--- src/rtl/multicycle_alu_controller_if.sv ---
// Control bundle between the multicycle controller and the shared datapath.
// The master side is the controller. The slave side is the datapath/IR.
interface multicycle_alu_controller_if;
  logic [1:0] Op;
  logic [5:0] Funct;
  logic       zero;
  logic [2:0] ALUControlE;
  logic       ALUSrcA;
  logic [1:0] ALUSrcB;
  logic [1:0] ResultSrc;
  logic       AdrSrc;
  logic       IRWrite;
  logic       PCWrite;
  logic       RegWrite;
  logic       MemWrite;
  logic       ZFlag;
  logic       Halted;
  logic [3:0] StateDbg;

  modport master (
    input  Op, Funct, zero,
    output ALUControlE, ALUSrcA, ALUSrcB, ResultSrc, AdrSrc,
           IRWrite, PCWrite, RegWrite, MemWrite, ZFlag, Halted, StateDbg
  );

  modport slave (
    output Op, Funct, zero,
    input  ALUControlE, ALUSrcA, ALUSrcB, ResultSrc, AdrSrc,
           IRWrite, PCWrite, RegWrite, MemWrite, ZFlag, Halted, StateDbg
  );
endinterface

--- src/rtl/multicycle_alu_controller.sv ---
// Multicycle control FSM. It sequences fetch/decode/execute/writeback over a single shared ALU
// and keeps the Z flag that conditional branches use.
module multicycle_alu_controller #(
  parameter bit ILLEGAL_TRAP = 1'b0
) (
  input logic clk,
  input logic reset,
  multicycle_alu_controller_if.master bus
);

  typedef enum logic [3:0] {
    S_FETCH    = 4'd0,
    S_DECODE   = 4'd1,
    S_MEMADR   = 4'd2,
    S_MEMREAD  = 4'd3,
    S_MEMWB    = 4'd4,
    S_MEMWRITE = 4'd5,
    S_EXECR    = 4'd6,
    S_EXECI    = 4'd7,
    S_ALUWB    = 4'd8,
    S_BRANCH   = 4'd9,
    S_HALT     = 4'd15
  } state_t;

  localparam logic [2:0] ALU_ADD = 3'b000;
  localparam logic [2:0] ALU_SUB = 3'b001;
  localparam logic [2:0] ALU_AND = 3'b010;
  localparam logic [2:0] ALU_ORR = 3'b011;

  localparam logic [1:0] SRCB_REG  = 2'b00;
  localparam logic [1:0] SRCB_IMM  = 2'b01;
  localparam logic [1:0] SRCB_FOUR = 2'b10;

  localparam logic [1:0] RES_ALUOUT = 2'b00;
  localparam logic [1:0] RES_MEM    = 2'b01;
  localparam logic [1:0] RES_ALU    = 2'b10;

  state_t     state_q, state_d;
  logic       z_q, z_d;

  logic [3:0] cmd;
  logic       cmd_legal;
  logic       cmd_is_cmp;
  logic [2:0] cmd_alu;

  logic [2:0] alu_control;
  logic       alu_src_a;
  logic [1:0] alu_src_b;
  logic [1:0] result_src;
  logic       adr_src;
  logic       ir_write;
  logic       pc_write;
  logic       reg_write;
  logic       mem_write;
  logic       halted;

  assign cmd = bus.Funct[4:1];

  always_comb begin
    cmd_legal  = 1'b1;
    cmd_is_cmp = 1'b0;
    cmd_alu    = ALU_ADD;
    case (cmd)
      4'b0100: cmd_alu = ALU_ADD;
      4'b0010: cmd_alu = ALU_SUB;
      4'b0000: cmd_alu = ALU_AND;
      4'b1100: cmd_alu = ALU_ORR;
      4'b1010: begin
        cmd_alu    = ALU_SUB;
        cmd_is_cmp = 1'b1;
      end
      default: cmd_legal = 1'b0;
    endcase
  end

  always_comb begin
    state_d     = state_q;
    z_d         = z_q;
    alu_control = ALU_ADD;
    alu_src_a   = 1'b0;
    alu_src_b   = SRCB_REG;
    result_src  = RES_ALUOUT;
    adr_src     = 1'b0;
    ir_write    = 1'b0;
    pc_write    = 1'b0;
    reg_write   = 1'b0;
    mem_write   = 1'b0;
    halted      = 1'b0;

    case (state_q)
      S_FETCH: begin
        adr_src    = 1'b0;
        ir_write   = 1'b1;
        alu_src_a  = 1'b1;
        alu_src_b  = SRCB_FOUR;
        result_src = RES_ALU;
        pc_write   = 1'b1;
        state_d    = S_DECODE;
      end
      S_DECODE: begin
        alu_src_a = 1'b1;
        alu_src_b = SRCB_FOUR;
        case (bus.Op)
          2'b00:   state_d = bus.Funct[5] ? S_EXECI : S_EXECR;
          2'b01:   state_d = S_MEMADR;
          2'b10:   state_d = S_BRANCH;
          default: state_d = ILLEGAL_TRAP ? S_HALT : S_FETCH;
        endcase
      end
      S_MEMADR: begin
        alu_src_b = SRCB_IMM;
        state_d   = bus.Funct[0] ? S_MEMREAD : S_MEMWRITE;
      end
      S_MEMREAD: begin
        result_src = RES_ALUOUT;
        adr_src    = 1'b1;
        state_d    = S_MEMWB;
      end
      S_MEMWB: begin
        result_src = RES_MEM;
        reg_write  = 1'b1;
        state_d    = S_FETCH;
      end
      S_MEMWRITE: begin
        result_src = RES_ALUOUT;
        adr_src    = 1'b1;
        mem_write  = 1'b1;
        state_d    = S_FETCH;
      end
      S_EXECR, S_EXECI: begin
        alu_src_b   = (state_q == S_EXECI) ? SRCB_IMM : SRCB_REG;
        alu_control = cmd_alu;
        // Illegal commands leave Z untouched even when the S bit is set.
        if (cmd_legal) begin
          if (bus.Funct[0] || cmd_is_cmp) begin
            z_d = bus.zero;
          end
          state_d = cmd_is_cmp ? S_FETCH : S_ALUWB;
        end else begin
          state_d = ILLEGAL_TRAP ? S_HALT : S_FETCH;
        end
      end
      S_ALUWB: begin
        result_src = RES_ALUOUT;
        reg_write  = 1'b1;
        state_d    = S_FETCH;
      end
      S_BRANCH: begin
        alu_src_b  = SRCB_IMM;
        result_src = RES_ALU;
        pc_write   = ~bus.Funct[4] | z_q;
        state_d    = S_FETCH;
      end
      S_HALT: begin
        halted  = 1'b1;
        state_d = S_HALT;
      end
      default: state_d = S_FETCH;
    endcase

    // The write enables are gated by reset so that an aborted instruction commits nothing.
    if (reset) begin
      ir_write  = 1'b0;
      pc_write  = 1'b0;
      reg_write = 1'b0;
      mem_write = 1'b0;
    end
  end

  always_ff @(posedge clk) begin
    if (reset) begin
      state_q <= S_FETCH;
      z_q     <= 1'b0;
    end else begin
      state_q <= state_d;
      z_q     <= z_d;
    end
  end

  assign bus.ALUControlE = alu_control;
  assign bus.ALUSrcA     = alu_src_a;
  assign bus.ALUSrcB     = alu_src_b;
  assign bus.ResultSrc   = result_src;
  assign bus.AdrSrc      = adr_src;
  assign bus.IRWrite     = ir_write;
  assign bus.PCWrite     = pc_write;
  assign bus.RegWrite    = reg_write;
  assign bus.MemWrite    = mem_write;
  assign bus.ZFlag       = z_q;
  assign bus.Halted      = halted;
  assign bus.StateDbg    = state_q;

endmodule

--- src/flat_wrapper.sv ---
// flat-port wrapper written by rule: the top's interface ports become plain ports
module multicycle_alu_controller_flat 
#(
  parameter bit ILLEGAL_TRAP = 1'b0
)
  (clk, reset, bus_Op, bus_Funct, bus_zero, bus_ALUControlE, bus_ALUSrcA, bus_ALUSrcB, bus_ResultSrc, bus_AdrSrc, bus_IRWrite, bus_PCWrite, bus_RegWrite, bus_MemWrite, bus_ZFlag, bus_Halted, bus_StateDbg);
  multicycle_alu_controller_if bus_i ();
  input logic clk;
  input logic reset;
  input wire logic [$bits(bus_i.Op)-1:0] bus_Op;
  input wire logic [$bits(bus_i.Funct)-1:0] bus_Funct;
  input wire logic [$bits(bus_i.zero)-1:0] bus_zero;
  output wire logic [$bits(bus_i.ALUControlE)-1:0] bus_ALUControlE;
  output wire logic [$bits(bus_i.ALUSrcA)-1:0] bus_ALUSrcA;
  output wire logic [$bits(bus_i.ALUSrcB)-1:0] bus_ALUSrcB;
  output wire logic [$bits(bus_i.ResultSrc)-1:0] bus_ResultSrc;
  output wire logic [$bits(bus_i.AdrSrc)-1:0] bus_AdrSrc;
  output wire logic [$bits(bus_i.IRWrite)-1:0] bus_IRWrite;
  output wire logic [$bits(bus_i.PCWrite)-1:0] bus_PCWrite;
  output wire logic [$bits(bus_i.RegWrite)-1:0] bus_RegWrite;
  output wire logic [$bits(bus_i.MemWrite)-1:0] bus_MemWrite;
  output wire logic [$bits(bus_i.ZFlag)-1:0] bus_ZFlag;
  output wire logic [$bits(bus_i.Halted)-1:0] bus_Halted;
  output wire logic [$bits(bus_i.StateDbg)-1:0] bus_StateDbg;
  assign bus_i.Op = bus_Op;
  assign bus_i.Funct = bus_Funct;
  assign bus_i.zero = bus_zero;
  assign bus_ALUControlE = bus_i.ALUControlE;
  assign bus_ALUSrcA = bus_i.ALUSrcA;
  assign bus_ALUSrcB = bus_i.ALUSrcB;
  assign bus_ResultSrc = bus_i.ResultSrc;
  assign bus_AdrSrc = bus_i.AdrSrc;
  assign bus_IRWrite = bus_i.IRWrite;
  assign bus_PCWrite = bus_i.PCWrite;
  assign bus_RegWrite = bus_i.RegWrite;
  assign bus_MemWrite = bus_i.MemWrite;
  assign bus_ZFlag = bus_i.ZFlag;
  assign bus_Halted = bus_i.Halted;
  assign bus_StateDbg = bus_i.StateDbg;
  multicycle_alu_controller #(.ILLEGAL_TRAP(ILLEGAL_TRAP)) u_core (.clk(clk), .reset(reset), .bus(bus_i));
endmodule
--- config.mk ---
export PLATFORM = sky130hd
export DESIGN_NAME = multicycle_alu_controller_flat
export DESIGN_NICKNAME = d
export VERILOG_FILES = /design/src/rtl/multicycle_alu_controller_if.sv /design/src/rtl/multicycle_alu_controller.sv /design/src/flat_wrapper.sv
export SDC_FILE = /design/constraint.sdc
export NUM_CORES = 1
export LEC_CHECK = 0
export CORE_MARGIN = 2
export CORE_UTILIZATION = 32
export CTS_CLUSTER_DIAMETER = 150
export DETAILED_ROUTE_END_ITERATION = 10
export PLACE_DENSITY = 0.83
export REMOVE_ABC_BUFFERS = 1
export SETUP_SLACK_MARGIN = 0.5
export SYNTH_ARGS = -nofsm -noshare
export SYNTH_HDL_FRONTEND = slang
export SYNTH_SLANG_ARGS = --single-unit
--- constraint.sdc ---
create_clock -name clk -period 1.5 [get_ports clk]
set_clock_uncertainty 0.05 [all_clocks]
set_input_delay 0.3 -clock clk [delete_from_list [all_inputs] [get_ports clk]]
set_output_delay 0.3 -clock clk [all_outputs]
set_load 0.01 [all_outputs]
# [Yosys cells after proc, flatten, opt, wreduce, memory -nomap -nowiden]
# Index checks and enable logic that the tools add are counted.
[word_totals] reg_bits=5 latchBits=0 mem_bits_rw=0 mem_bits_ro=0 input_bits=11 output_inout_bits=19 word_cells=57 n_memories=0
[op_classes] add_sub_neg=0 n_mul=0 n_div=0 n_lt_le_gt_ge=0 eq_ne=16 shifts=0 muxes=24 bitwise=2 reduce_logical=13
[op_table] cell="4-bit one-hot mux with 6 select lines" n=1
[op_table] cell="4-bit by 3-bit equality test with 1-bit output, second input constant" n=5
[op_table] cell="4-bit equality test, second input constant" n=5
[op_table] cell="1-bit 2-to-1 mux" n=14
[op_table] cell="2-bit OR reduction" n=7
[op_table] cell="4-bit by 2-bit equality test with 1-bit output, second input constant" n=3
[op_table] cell="2-bit one-hot mux with 3 select lines" n=2
[op_table] cell="4-bit one-hot mux with 3 select lines" n=1
[op_table] cell="4-bit logical NOT" n=2
[op_table] cell="4-bit 2-to-1 mux" n=2
[op_table] cell="5-bit OR reduction" n=1
[op_table] cell="4-bit by 1-bit equality test with 1-bit output, second input constant" n=1
[op_table] cell="2-bit one-hot mux with 2 select lines" n=1
[op_table] cell="3-bit 2-to-1 mux" n=1
[op_table] cell="3-bit AND reduction" n=1
[op_table] cell="2-bit by 1-bit equality test with 1-bit output, second input constant" n=1
[op_table] cell="2-bit equality test, second input constant" n=1
[op_table] cell="2-bit logical NOT" n=1
[op_table] cell="2-bit 2-to-1 mux" n=1
[op_table] cell="1-bit one-hot mux with 2 select lines" n=1
[op_table] cell="1-bit logical OR" n=1
[op_table] cell="1-bit NOT" n=1
[op_table] cell="1-bit OR" n=1

# [Depth between registers and ports, before layout]
# Gate-level depths: netlist (run 1).
[depth] word_depth=5 ltp_mapped=5 ltp_nobuf=4

# [Worst setup path after synthesis (run 1)]
# No wires, ideal clock.
[synth_path] path_kind="reg-to-output" from="reg u_core.state_q[3], in the netlist u_core.bus.StateDbg[3]" to="out bus_ALUControlE[1]" arrival_time_ps=1349 t_required_ps=1150 path_slack_ps=-199 path_stages_with_launch=5 path_buffers=1 path_cell_list="dfxtp_1 -> clkbuf_1 -> nand2b_1 -> or3_1 -> nor3_1"
[synth_between] elab_chain_cells=3 word_cells_on_any_way=4 cone_classes="2 x eq/ne; 1 x mux; 1 x reduce/logical"
[synth_lines] element="from (decl)" line="multicycle_alu_controller.sv:38" text="state_t state_q, state_d;"
[synth_lines] element="from (signal assigned)" line="multicycle_alu_controller.sv:175" text="state_q <= state_d;"
[synth_lines] element="4-bit by 3-bit equality test with 1-bit output" line="multicycle_alu_controller.sv:90" text="case (state_q)"
[synth_lines] element="2-bit OR reduction (*)" line="multicycle_alu_controller.sv:90"
[synth_lines] element="2-bit 2-to-1 mux (*)" line="multicycle_alu_controller.sv:90"
[synth_lines] element="to (decl)" line="flat_wrapper.sv:13" text="output wire logic [$bits(bus_i.ALUControlE)-1:0] bus_ALUControlE;"
# Mark *: on every way between the ends. The rest lies on a longest branch, timed or not.

# [Worst setup path after layout (run 1)]
[layout_path] from="reg u_core.state_q[3], in the netlist u_core.bus.StateDbg[3]" to="out bus_ALUControlE[0]"
# Same word-level chain as after synthesis.

==> results of run 1 <==
critical path, cell delays in order (launching register included):
cell and delay, ns:
sky130_fd_sc_hd__dfxtp_2 0.34, sky130_fd_sc_hd__nand2b_4 0.14, sky130_fd_sc_hd__or3_4 0.34, sky130_fd_sc_hd__nor2_1 0.16
sky130_fd_sc_hd__buf_2 0.16
sequential cells by signal, summed over array words and instances, names as in the netlist:
register             cells
u_core.bus.StateDbg      4
u_core.bus.ZFlag         1
cell usage in the layout, fill, tap and decap left out, types with 2 or more instances in the layout:
master                            netlist  final
sky130_fd_sc_hd__dlygate4sd2_1          0      5
sky130_fd_sc_hd__nor2_1                 6      4
sky130_fd_sc_hd__inv_1                  3      3
sky130_fd_sc_hd__xor2_1                 2      2
sky130_fd_sc_hd__or2_4                  0      3
sky130_fd_sc_hd__nor3_4                 0      2
sky130_fd_sc_hd__nor2_4                 0      2
sky130_fd_sc_hd__nand3_1                2      2
sky130_fd_sc_hd__nor3_2                 0      2
sky130_fd_sc_hd__nand2_1                4      3
sky130_fd_sc_hd__o21ai_2                0      2
sky130_fd_sc_hd__dfxtp_4                0      3
sky130_fd_sc_hd__nor4_4                 0      4
sky130_fd_sc_hd__or3_1                  3      2
sky130_fd_sc_hd__clkbuf_4               0      3
sky130_fd_sc_hd__buf_2                  1     12
sky130_fd_sc_hd__buf_4                  2     18
sky130_fd_sc_hd__a21oi_2                0      3
sky130_fd_sc_hd__buf_6                  0     26
sky130_fd_sc_hd__clkdlybuf4s50_1        0      5
sky130_fd_sc_hd__a31oi_1                2      2
sky130_fd_sc_hd__dfxtp_2                0      2
cell type report:
cell class | count | area [um^2] | area share (%)
multi-input cells | 55 | 589 | 43.8
clock buffers | 4 | 26.3 | 1.95
inverters | 4 | 15.0 | 1.12
well taps | 16 | 20.0 | 1.49
repair buffers | 66 | 582 | 43.2
flip-flops and latches | 5 | 114 | 8.46
where the power goes:
group | total (mW) | switching [mW] | leakage [nW] | internal [mW]
combinational | 0.530 | 0.249 | 0.530 | 0.281
clock | 0.165 | 0.0642 | 0.0150 | 0.101
sequential | 0.165 | 0.0221 | 0.0438 | 0.143
total | 0.861 | 0.335 | 0.588 | 0.526
final timing paths:
| check | depth (start not counted) | start | end | slack, ns |
|---|---|---|---|---|
| max reg2reg | 6 | u_core.bus.StateDbg[0] | u_core.bus.StateDbg[3] | -0.15 |
| min reg2reg | 3 | u_core.bus.ZFlag | u_core.bus.ZFlag | 0.66 |
| min | 3 | u_core.bus.ZFlag | u_core.bus.ZFlag | 0.66 |
| max | 4 | u_core.bus.StateDbg[3] | bus_ALUControlE[0] | -0.24 |
routing by layer:
metal,vias up,GRT usage [%]
met5,-,0
met1,440,33.2
met4,0,15.2
met2,58,53.7
met3,15,2.50
li1,382,-
Yosys cell counts:
master	instances	share of area, %
sky130_fd_sc_hd__dfxtp_1	5	20
sky130_fd_sc_hd__o32ai_1	1	1.8
sky130_fd_sc_hd__a21oi_1	3	3.0
sky130_fd_sc_hd__a31oi_1	2	2.5
sky130_fd_sc_hd__a21boi_0	1	1.5
sky130_fd_sc_hd__o21ba_2	1	2.0
sky130_fd_sc_hd__nor3_1	4	4.0
sky130_fd_sc_hd__clkbuf_1	4	3.0
sky130_fd_sc_hd__nand2_1	4	3.0
sky130_fd_sc_hd__inv_2	1	0.75
sky130_fd_sc_hd__mux2i_1	1	2.0
sky130_fd_sc_hd__and4bb_2	1	2.5
sky130_fd_sc_hd__or2_2	3	3.8
sky130_fd_sc_hd__mux2_2	1	2.3
sky130_fd_sc_hd__a221o_1	1	2.0
sky130_fd_sc_hd__nand2b_1	1	1.3
sky130_fd_sc_hd__inv_1	3	2.3
sky130_fd_sc_hd__nor4bb_1	1	2.0
sky130_fd_sc_hd__xnor2_1	2	3.5
sky130_fd_sc_hd__nor3b_1	1	1.5
sky130_fd_sc_hd__nor4_1	5	6.3
sky130_fd_sc_hd__o2111ai_1	1	1.8
sky130_fd_sc_hd__xor2_1	2	3.5
sky130_fd_sc_hd__buf_2	1	1.0
sky130_fd_sc_hd__or3_1	3	3.8
sky130_fd_sc_hd__nor2b_1	1	1.3
sky130_fd_sc_hd__conb_1	1	0.75
sky130_fd_sc_hd__nand4_1	1	1.3
sky130_fd_sc_hd__o31ai_1	1	1.5
sky130_fd_sc_hd__nand3_1	2	2.0
sky130_fd_sc_hd__nor2_1	6	4.5
sky130_fd_sc_hd__or3b_2	1	1.8
sky130_fd_sc_hd__buf_4	2	3.0
sky130_fd_sc_hd__o21ai_0	3	3.0
what timing repair did:
item | 4_1_cts | 5_1_grt
endpoints found under the hold margin | 0 | 0
pin swaps | 12 | 17
resized for setup | 125 | 36
endpoints found under the setup margin | 23 | 23
gates cloned | 0 | 0
setup buffers | 5 | 8
cells by family after synthesis:
kind of cell,Yosys count,share of synthesized area (%)
buf+inv,11,10.0
xor+xnor,4,7.02
compound gates,14,19.0
mux,2,4.26
other cells,1,0.751
simple gates,34,38.8
flops,5,20.1
==> summary by stage, run 1 <==
Status
The run finished, with violations left. The checks that failed: negative setup slack.

STA
Setup violations remaining at the end of the flow were counted as 16. The final critical path time including I/O delays and setup is 1.74 ns. Setup repair after global routing could not meet its margin everywhere. The count of endpoints failing hold in the final timing report is 0.

The maximum frequency from static timing analysis is 575 MHz. Setup slack on the critical path of the routed design comes to -0.239 ns. On the final layout, the worst hold slack is 0.662 ns. The max-slew violation count was 0. Summed over all failing endpoints, the final setup total negative slack is -2.09 ns. The post-route clock period utilization is 116%.

Critical path
The arrival time reported for the critical path endpoint is 1.39 ns. The worst setup path is launched from a flop. The critical path is of the flop to primary output type.

The category of the worst setup path capture point is a primary output. The largest fanout of any net on the critical path is 4. At the worst endpoint, the required time is 1.15 ns.

CTS
Clock-pin slew was measured on the worst setup and hold paths at 0.05 ns. The cell at the root of the clock tree is sky130_fd_sc_hd__clkbuf_4. The number of buffers between clock root and the deepest sink is 2. The tree built by TritonCTS fans out to 5 sinks.

The post-cts hold buffer count is 0. TritonCTS built the clock tree. The number of clock buffers added by TritonCTS is 3. In this run the number of H-tree levels came out at 1.

At the later pin of the worst-skew pair, clock insertion delay measures 0.25 ns.

Synth
The sequential-to-total area share from yosys stat is 20.1%. The summed instance area of the synthesized netlist is 499 um^2. After synthesis the netlist holds a flip-flop and latch count of 5. Counting every instance in the synthesized netlist gives 71. The number of distinct standard cells referenced by the synthesized netlist is 34. The mean instance size in the synthesized netlist is 7.03 um^2. The number of warnings printed during yosys synthesis is 0.

Floorplanning
The number of core rows is 14. The core footprint is 1490 um^2. The horizontal die dimension is 43.5 um.

The initial utilization of the core area, before any placement, comes to 33.5%. The I/O pin total is 30. The floorplan step set the die height to 43.5 um. The floorplan step defined a die boundary enclosing 1890 um^2.

Power and ir drop
Dividing total power by cell area gives a power density of 639 nW/um^2. The post-route total power is 0.861 mW. Summed over all cells, the static leakage comes to 0.588 nW. The worst-case IR drop observed on VDD is 0.458 mV.

Final layout
The area growth from synthesis to layout is 170%. In the final layout, the share of cells above drive strength 1 is 73.9%. The post-route cell area is 1350 um^2. The number of inserted diodes is 0. Once layout is complete, the cells apart from fillers number 150. The layout filler cell count is 53. The net count of the finished layout is 146. For this run, the share of the core covered by cells in the final layout is 90.4%.

Route
Detailed routing placed a total of 1.66 mm of wire on met2. After detailed routing, the number of vias per cell comes to 5.97. The length of routed met3 wiring is 250 um. The remaining antenna violation count is 0. Detailed routing inserted a total of 895 vias. Dividing the detail-routed wire length by the instance count gives 23.0 um.

The highest layer touched by signal routing is met4. The number of DRC markers in iteration 0 is 34. After detailed routing, the total wire length is 3.45 mm. In the routed design, unresolved DRC markers number 0. For this run, the detailed router's first-pass iteration total came to 4. In the final routing, the length of wire on met1 measures 1.41 mm.

Placed design
Detailed placement finished with a half-perimeter wire length of 1.48 mm. Port buffering added 28 buffers. The congestion estimate from routability-driven global placement came to 0.809. The cell total after placement is 133. In this run the cell area measured after placement is 952 um^2. Before CTS, the worst setup slack after placement is -0.698 ns.

Global routing
The initial antenna violation count is 0. The remaining global-route overflow is 0. The first-pass GRT wire length is 4.06 mm. Global routing consumed, over all layers together, 29.2% of the routing resources. The largest net degree at the start of global routing is 9. The number of global-route vias before repair came to 853.

Flow run
Max-cap violations in this run came to 0.

Min path
The path class of the tightest hold or removal check is flop to flop.
Power figures use the tool's default switching activity.
==> run 2: changes to the inputs <==
--- a/config.mk
+++ b/config.mk
@@ -5,13 +5,14 @@
 export SDC_FILE = /design/constraint.sdc
 export NUM_CORES = 1
 export LEC_CHECK = 0
+export CAP_MARGIN = 30
 export CORE_MARGIN = 2
 export CORE_UTILIZATION = 32
-export CTS_CLUSTER_DIAMETER = 150
+export CTS_CLUSTER_DIAMETER = 40
 export DETAILED_ROUTE_END_ITERATION = 10
 export PLACE_DENSITY = 0.83
 export REMOVE_ABC_BUFFERS = 1
-export SETUP_SLACK_MARGIN = 0.5
+export SETUP_SLACK_MARGIN = 0.2
 export SYNTH_ARGS = -nofsm -noshare
 export SYNTH_HDL_FRONTEND = slang
 export SYNTH_SLANG_ARGS = --single-unit
==> summary by stage, run 2 (synthesized netlist as in run 1, its figures left out) <==
Status
The run finished, with violations left. The checks that failed: negative setup slack.

Final layout
In the layout the commonest cells are sky130_fd_sc_hd__buf_4 (21), sky130_fd_sc_hd__buf_6 (20), sky130_fd_sc_hd__buf_2 (12). Compared with the post-synthesis result, the final layout area differs by 166%. The fraction of layout cells with a size suffix above 1 is 71.9% (-2.0 points). The flip-flop count of the largest register after layout is 4 (unchanged). The net count of the finished layout is 147 (+0.68%).

The post-layout utilization of the core is 89.2% (-1.3 points). The count of placed standard cells in the final layout, fillers left out came to 151 (+0.67%). Leaving out fill and tap cells, the most frequent cell in the layout is sky130_fd_sc_hd__buf_4.

The number of inserted diodes is 0 (unchanged).

Route
The number of DRC markers in iteration 0 was 47 (+38%). The remaining antenna violation count is 0 (unchanged). The total DRC errors in the routed layout is 0 (unchanged). The wire length per cell after detailed routing is 21.4 um (-6.9%). The via density per instance came to 6.09 (+2.1%).

The count of TritonRoute iterations in the first routing pass came to 4 (unchanged). The via count of the routed design is 920 (+2.8%). The total wire length is 3.23 mm (-6.3%).

CTS
The clock input transition at the sequential cells of the worst setup and hold paths was 0.05 ns (about the same). The number of buffers between clock root and the deepest sink came to 2 (unchanged). The number of buffers created by CTS is 3 (unchanged). The CTS tree is done.

The TritonCTS sink count is 5 (unchanged). The clock network latency to the later pin of the worst-skew pair is 0.25 ns (about the same). Clock tree synthesis selected as its root buffer the cell sky130_fd_sc_hd__clkbuf_4. The CTS H-tree depth came to 1 (unchanged).

Critical path
The count of cells along the worst register-to-register path came to 7 (+1). The required time of the worst setup path came to 1.15 ns (about the same). The critical path class is flop to primary output. The worst setup path is launched from a flop. The category of the worst setup path capture point is a primary output. The largest fanout of any net on the critical path is 5 (+1). The flop-to-flop setup slack came to -0.10 ns (+0.05 ns). The startpoint identified for the worst register-to-register timing path is u_core.bus.StateDbg[1]. The end of the worst register-to-register path is u_core.bus.ZFlag.

The startpoint of the most critical setup path is u_core.bus.StateDbg[2]. The arrival time reported for the critical path endpoint is 1.38 ns (about the same).

STA
The maximum frequency from static timing analysis is 578 MHz (+0.47%). The final critical path time including I/O delays and setup was 1.73 ns (-0.00817 ns). The count of endpoints failing hold in the final timing report came to 0 (unchanged). The final setup violation count is 16 (unchanged). The minimum setup slack in the final design is -0.231 ns (+0.00817 ns). The post-route clock period utilization is 115% (-0.54 points). Setup repair after global routing could not meet its margin everywhere. The worst hold margin is 0.622 ns (-0.0394 ns). The max-slew violation count is 0 (unchanged).

Power and ir drop
The register share of total power came to 19.9% (+0.7 points). The net switching fraction of the power is 37.9% (-1.0 points). The cell internal power dissipation came to 0.509 mW (-3.2%). The post-route total power is 0.819 mW (-4.8%). The share of power burned in the clock network came to 20.4% (+1.2 points).

The maximum vdd ir drop is 0.385 mV (-16%). The static leakage is 0.585 nW (-0.59%). The relative contribution of combinational cells to total power came to 59.8% (-1.8 points). The net switching power is 0.311 mW (-7.4%). The power density of the placed cells is 617 nW/um^2 (-3.5%).

Floorplanning
The I/O pin total is 30 (unchanged). The number of core rows is 14 (unchanged). The core footprint is 1490 um^2 (unchanged). The horizontal die dimension is 43.5 um (unchanged). The initial core utilization is 33.5% (unchanged). The full die area was 1890 um^2 (unchanged). The vertical extent of the die is 43.5 um (unchanged).

Global routing
The overall global routing resource usage is 26.3% (-3.0 points). The first-pass GRT wire length is 3.68 mm (-9.4%). The initial antenna violation count is 0 (unchanged). The number of global-route vias before repair is 832 (-2.5%).

The largest net degree at the start of global routing is 9 (unchanged). The remaining global-route overflow was 0 (unchanged).

Placed design
The last weighted congestion value of the routability-driven placer is 0.809 (unchanged). The number of port buffers is 28 (unchanged). The cell total after placement came to 133 (unchanged). The placed wire-length estimate is 1.48 mm (unchanged).

Flow run
The number of maximum-capacitance violations was 0 (unchanged).

Min path
The number of instances on the worst hold path is 2 (-1). The end point of the worst hold path is u_core.bus.StateDbg[0]. The startpoint identified for the worst hold timing path is u_core.bus.StateDbg[0]. The class of the most critical hold timing path is flop to flop.
[run 2: cell count changes in the layout (fill, tap and decap cells not counted), sizes merged]
cell and delta:
clkdlybuf4s15 +1
[run 2: worst max path at each step]
stage | to | slack (ns) | depth (start not counted)
after global routing | bus_RegWrite | -0.25 | 5
after floorplan | bus_ALUControlE[1] | -0.21 | 3
after detailed placement | bus_ALUControlE[1] | -0.70 | 4
after CTS | bus_RegWrite | -0.23 | 5
after global placement | bus_ALUControlE[1] | -0.68 | 4
final | bus_RegWrite | -0.23 | 5
[run 2: stage by stage]
| stage | setup TNS [ns] | setup WS [ns] | instance area (um^2) |
|---|---|---|---|
| after floorplan | -0.535 | -0.211 | 464 |
| after global placement | -6.56 | -0.685 | 952 |
| after detailed placement | -7.14 | -0.698 | 952 |
| after CTS | -1.66 | -0.231 | 1090 |
| after global routing | -2.39 | -0.254 | 1330 |
| final | -1.94 | -0.231 | 1330 |
[run 2: final cells by class]
type | instances | area, um^2
Clock buffer | 4 | 26.3
Fill cell | 52 | 161
Inverter | 4 | 15.0
Multi-Input combinational cell | 55 | 552
Sequential cell | 5 | 116
Tap cell | 16 | 20.0
Timing Repair Buffer | 67 | 598
[run 2: timing repair]
item | CTS | global route
setup buffers | 5 | 9
pin swaps | 12 | 15
setup endpoints to repair | 23 | 22
gates resized for setup | 120 | 32
hold buffers | 0 | 0
[run 2: power by group through the flow]
| stage | registers (mW) | clock network (mW) | logic (mW) |
|---|---|---|---|
| global placement | 0.159 | 0 | 0.307 |
| global route | 0.164 | 0.173 | 0.505 |
| detailed placement | 0.160 | 0 | 0.315 |
| finish | 0.163 | 0.167 | 0.490 |
| floorplan | 0.175 | 0 | 0.0987 |
| CTS | 0.163 | 0.157 | 0.346 |
[run 2: critical path, stage by stage, from the launching register on]
cell	delay (ns)
sky130_fd_sc_hd__dfxtp_4	0.37
sky130_fd_sc_hd__buf_8	0.14
sky130_fd_sc_hd__buf_12	0.12
sky130_fd_sc_hd__xnor2_4	0.14
sky130_fd_sc_hd__nor4_4	0.17
sky130_fd_sc_hd__buf_2	0.19
[run 2: routing by layer]
layer / routed length (um) / GRT usage (%) / vias up / share of wire [%]
met2: 1600 / 45.4 / 81 / 49
li1: - / - / 384 / -
met3: 277 / 2.08 / 8 / 8.6
met1: 1290 / 31.0 / 447 / 40
met5: 0 / 0 / - / 0
met4: 60 / 17.0 / 0 / 1.9
==> run 3: changes to the inputs <==
--- a/config.mk
+++ b/config.mk
@@ -10,7 +10,7 @@
 export CORE_UTILIZATION = 32
 export CTS_CLUSTER_DIAMETER = 40
 export DETAILED_ROUTE_END_ITERATION = 10
-export PLACE_DENSITY = 0.83
+export PLACE_DENSITY = 0.75
 export REMOVE_ABC_BUFFERS = 1
 export SETUP_SLACK_MARGIN = 0.2
 export SYNTH_ARGS = -nofsm -noshare
==> summary by stage, run 3 (synthesized netlist as in run 1, its figures left out) <==
Min path
The number of instances on the worst hold path is 3 (+1). The worst hold path begins at u_core.bus.ZFlag. The worst hold path terminates at u_core.bus.ZFlag. The worst hold path belongs to the class flop to flop.

Global routing
The remaining global-route overflow is 0 (unchanged). The number of global-route vias before repair was 782 (-6.0%). The initial antenna violation count came to 0 (unchanged). The overall global routing resource usage is 22.8% (-3.5 points).

The first-pass GRT wire length is 3.27 mm (-11%). The largest net degree at the start of global routing came to 10 (+1).

Route
The wire length per cell after detailed routing is 17.9 um (-16%). The total wire length came to 2.61 mm (-19%). The via density per instance is 5.55 (-8.9%). The remaining antenna violation count is 0 (unchanged). The count of TritonRoute iterations in the first routing pass was 4 (unchanged). The number of DRC markers in iteration 0 is 23 (-51%). The via count of the routed design is 810 (-12%). The total DRC errors in the routed layout is 0 (unchanged).

Power and ir drop
The maximum vdd ir drop is 0.368 mV (-4.2%). The power density of the placed cells is 612 nW/um^2 (-0.83%). The static leakage came to 0.535 nW (-8.5%). The post-route total power came to 0.726 mW (-11%).

Final layout
The count of placed standard cells in the final layout, fillers left out came to 146 (-3.3%). The flip-flop count of the largest register after layout is 4 (unchanged). The number of inserted diodes is 0 (unchanged). The most frequent standard cell in the layout excluding fill and tap cells is sky130_fd_sc_hd__buf_4. The post-layout utilization of the core is 79.7% (-9.5 points). The library cells used most frequently in the layout, excluding fill and tap cells, are sky130_fd_sc_hd__buf_4 (20), sky130_fd_sc_hd__buf_6 (16), sky130_fd_sc_hd__buf_2 (14). The post-route cell area is 1190 um^2 (-11%).

The area added between synthesis and finish is 138%. The net count of the finished layout came to 142 (-3.4%). The fraction of layout cells with a size suffix above 1 is 66.2% (-5.7 points).

STA
The post-route clock period utilization was 119% (+3.4 points). The setup TNS is -2.46 ns (-0.523 ns). Setup repair after global routing could not meet its margin everywhere. The maximum frequency from static timing analysis is 561 MHz (-2.9%). The max-slew violation count is 0 (unchanged). The minimum setup slack in the final design is -0.282 ns (-0.0511 ns). The count of endpoints failing hold in the final timing report is 0 (unchanged). The final setup violation count is 14 (-2). The final critical path time including I/O delays and setup is 1.78 ns (+0.0511 ns).

Critical path
The required time of the worst setup path is 1.15 ns (about the same). The arrival time reported for the critical path endpoint is 1.43 ns (+0.05 ns). The end of the worst register-to-register path is u_core.bus.StateDbg[3]. The kind of start point of the critical path is a flop. The category of the worst setup path capture point is a primary output. The largest fanout of any net on the critical path is 4 (-1). The count of cells along the worst register-to-register path is 6 (-1). The worst setup path is of the flop to primary output kind. The startpoint identified for the worst register-to-register timing path is u_core.bus.StateDbg[3]. The flop-to-flop setup slack is -0.10 ns (about the same).

Floorplanning
The I/O pin total was 30 (unchanged). The horizontal die dimension is 43.5 um (unchanged). The initial core utilization is 33.5% (unchanged). The full die area is 1890 um^2 (unchanged).

The number of core rows was 14 (unchanged). The core footprint is 1490 um^2 (unchanged). The vertical extent of the die is 43.5 um (unchanged).

Placed design
The cell area after placement is 972 um^2 (+2.1%). The number of port buffers is 28 (unchanged). The placed wire-length estimate was 1.32 mm (-11%). The cell total after placement came to 134 (+0.75%).

The last weighted congestion value of the routability-driven placer was 0.795 (-1.7%).

CTS
The number of buffers created by CTS is 3 (unchanged). CTS placed an instance of sky130_fd_sc_hd__clkbuf_4 at the clock tree root. The TritonCTS sink count is 5 (unchanged).

The number of buffers between clock root and the deepest sink is 2 (unchanged). The CTS H-tree depth is 1 (unchanged). TritonCTS built the clock tree. The clock input transition at the sequential cells of the worst setup and hold paths is 0.05 ns (about the same).

The clock network latency to the later pin of the worst-skew pair is 0.25 ns (about the same). The post-cts hold buffer count is 0 (unchanged).

Status
The flow ran to the end, but the final reports show violations. The final reports fail on negative setup slack.

Flow run
The number of maximum-capacitance violations is 0 (unchanged).
run 3: cell types whose count changed in the layout (fill, tap and decap cells not counted), sizes merged:
| cell | change |
|---|---|
| clkbuf | +1 |
| clkdlybuf4s15 | -1 |
| buf | -5 |
run 3: how the worst max path moves through the flow:
stage                                 startpoint                 end  cells past startpoint
after global routing      u_core.bus.StateDbg[2]         bus_IRWrite                      4
after CTS                 u_core.bus.StateDbg[3]  bus_ALUControlE[1]                      4
after global placement              bus_Funct[1]  bus_ALUControlE[1]                      4
after detailed placement            bus_Funct[1]  bus_ALUControlE[1]                      4
after floorplan           u_core.bus.StateDbg[1]  bus_ALUControlE[1]                      3
final                     u_core.bus.StateDbg[2]         bus_IRWrite                      4
run 3: critical path, stage by stage, from the launching register on:
cell	delay, ns
sky130_fd_sc_hd__dfxtp_4	0.36
sky130_fd_sc_hd__buf_6	0.13
sky130_fd_sc_hd__or2_2	0.32
sky130_fd_sc_hd__nor4_2	0.18
sky130_fd_sc_hd__buf_2	0.19
run 3: what timing repair did:
item                       in CTS  in global routing
setup buffers                   5                  3
setup endpoints to repair      23                 22
pin swaps                      10                  5
resized for setup             118                 12
run 3: final cells by class:
cell class              count  area (um^2)
well taps                  16         20.0
fillers                    80          303
flip-flops and latches      5          113
repair buffers             62          519
multi-input cells          55          493
clock buffers               4         26.3
inverters                   4         15.0
run 3: layer usage:
metal  track usage (%)  part of all wire (%)  up-vias  routed length (um)
met2              40.0                    50       51                1300
met5                 0                     0        -                   0
met1              26.2                    40      376                1050
li1                  -                     -      373                   -
met3              4.17                   7.1       10                 185
met4              11.5                   3.1        0                  80
run 3: power by group:
group,internal [mW],switching [mW]
sequential,0.143,0.0142
combinational,0.214,0.195
clock,0.101,0.0599
run 3: stage by stage:
stage	setup slack [ns]	hold WS (ns)
floorplan	-0.211	0.322
global placement	-0.678	0.529
detailed placement	-0.747	0.577
CTS	-0.259	0.582
global route	-0.358	0.632
finish	-0.282	0.614
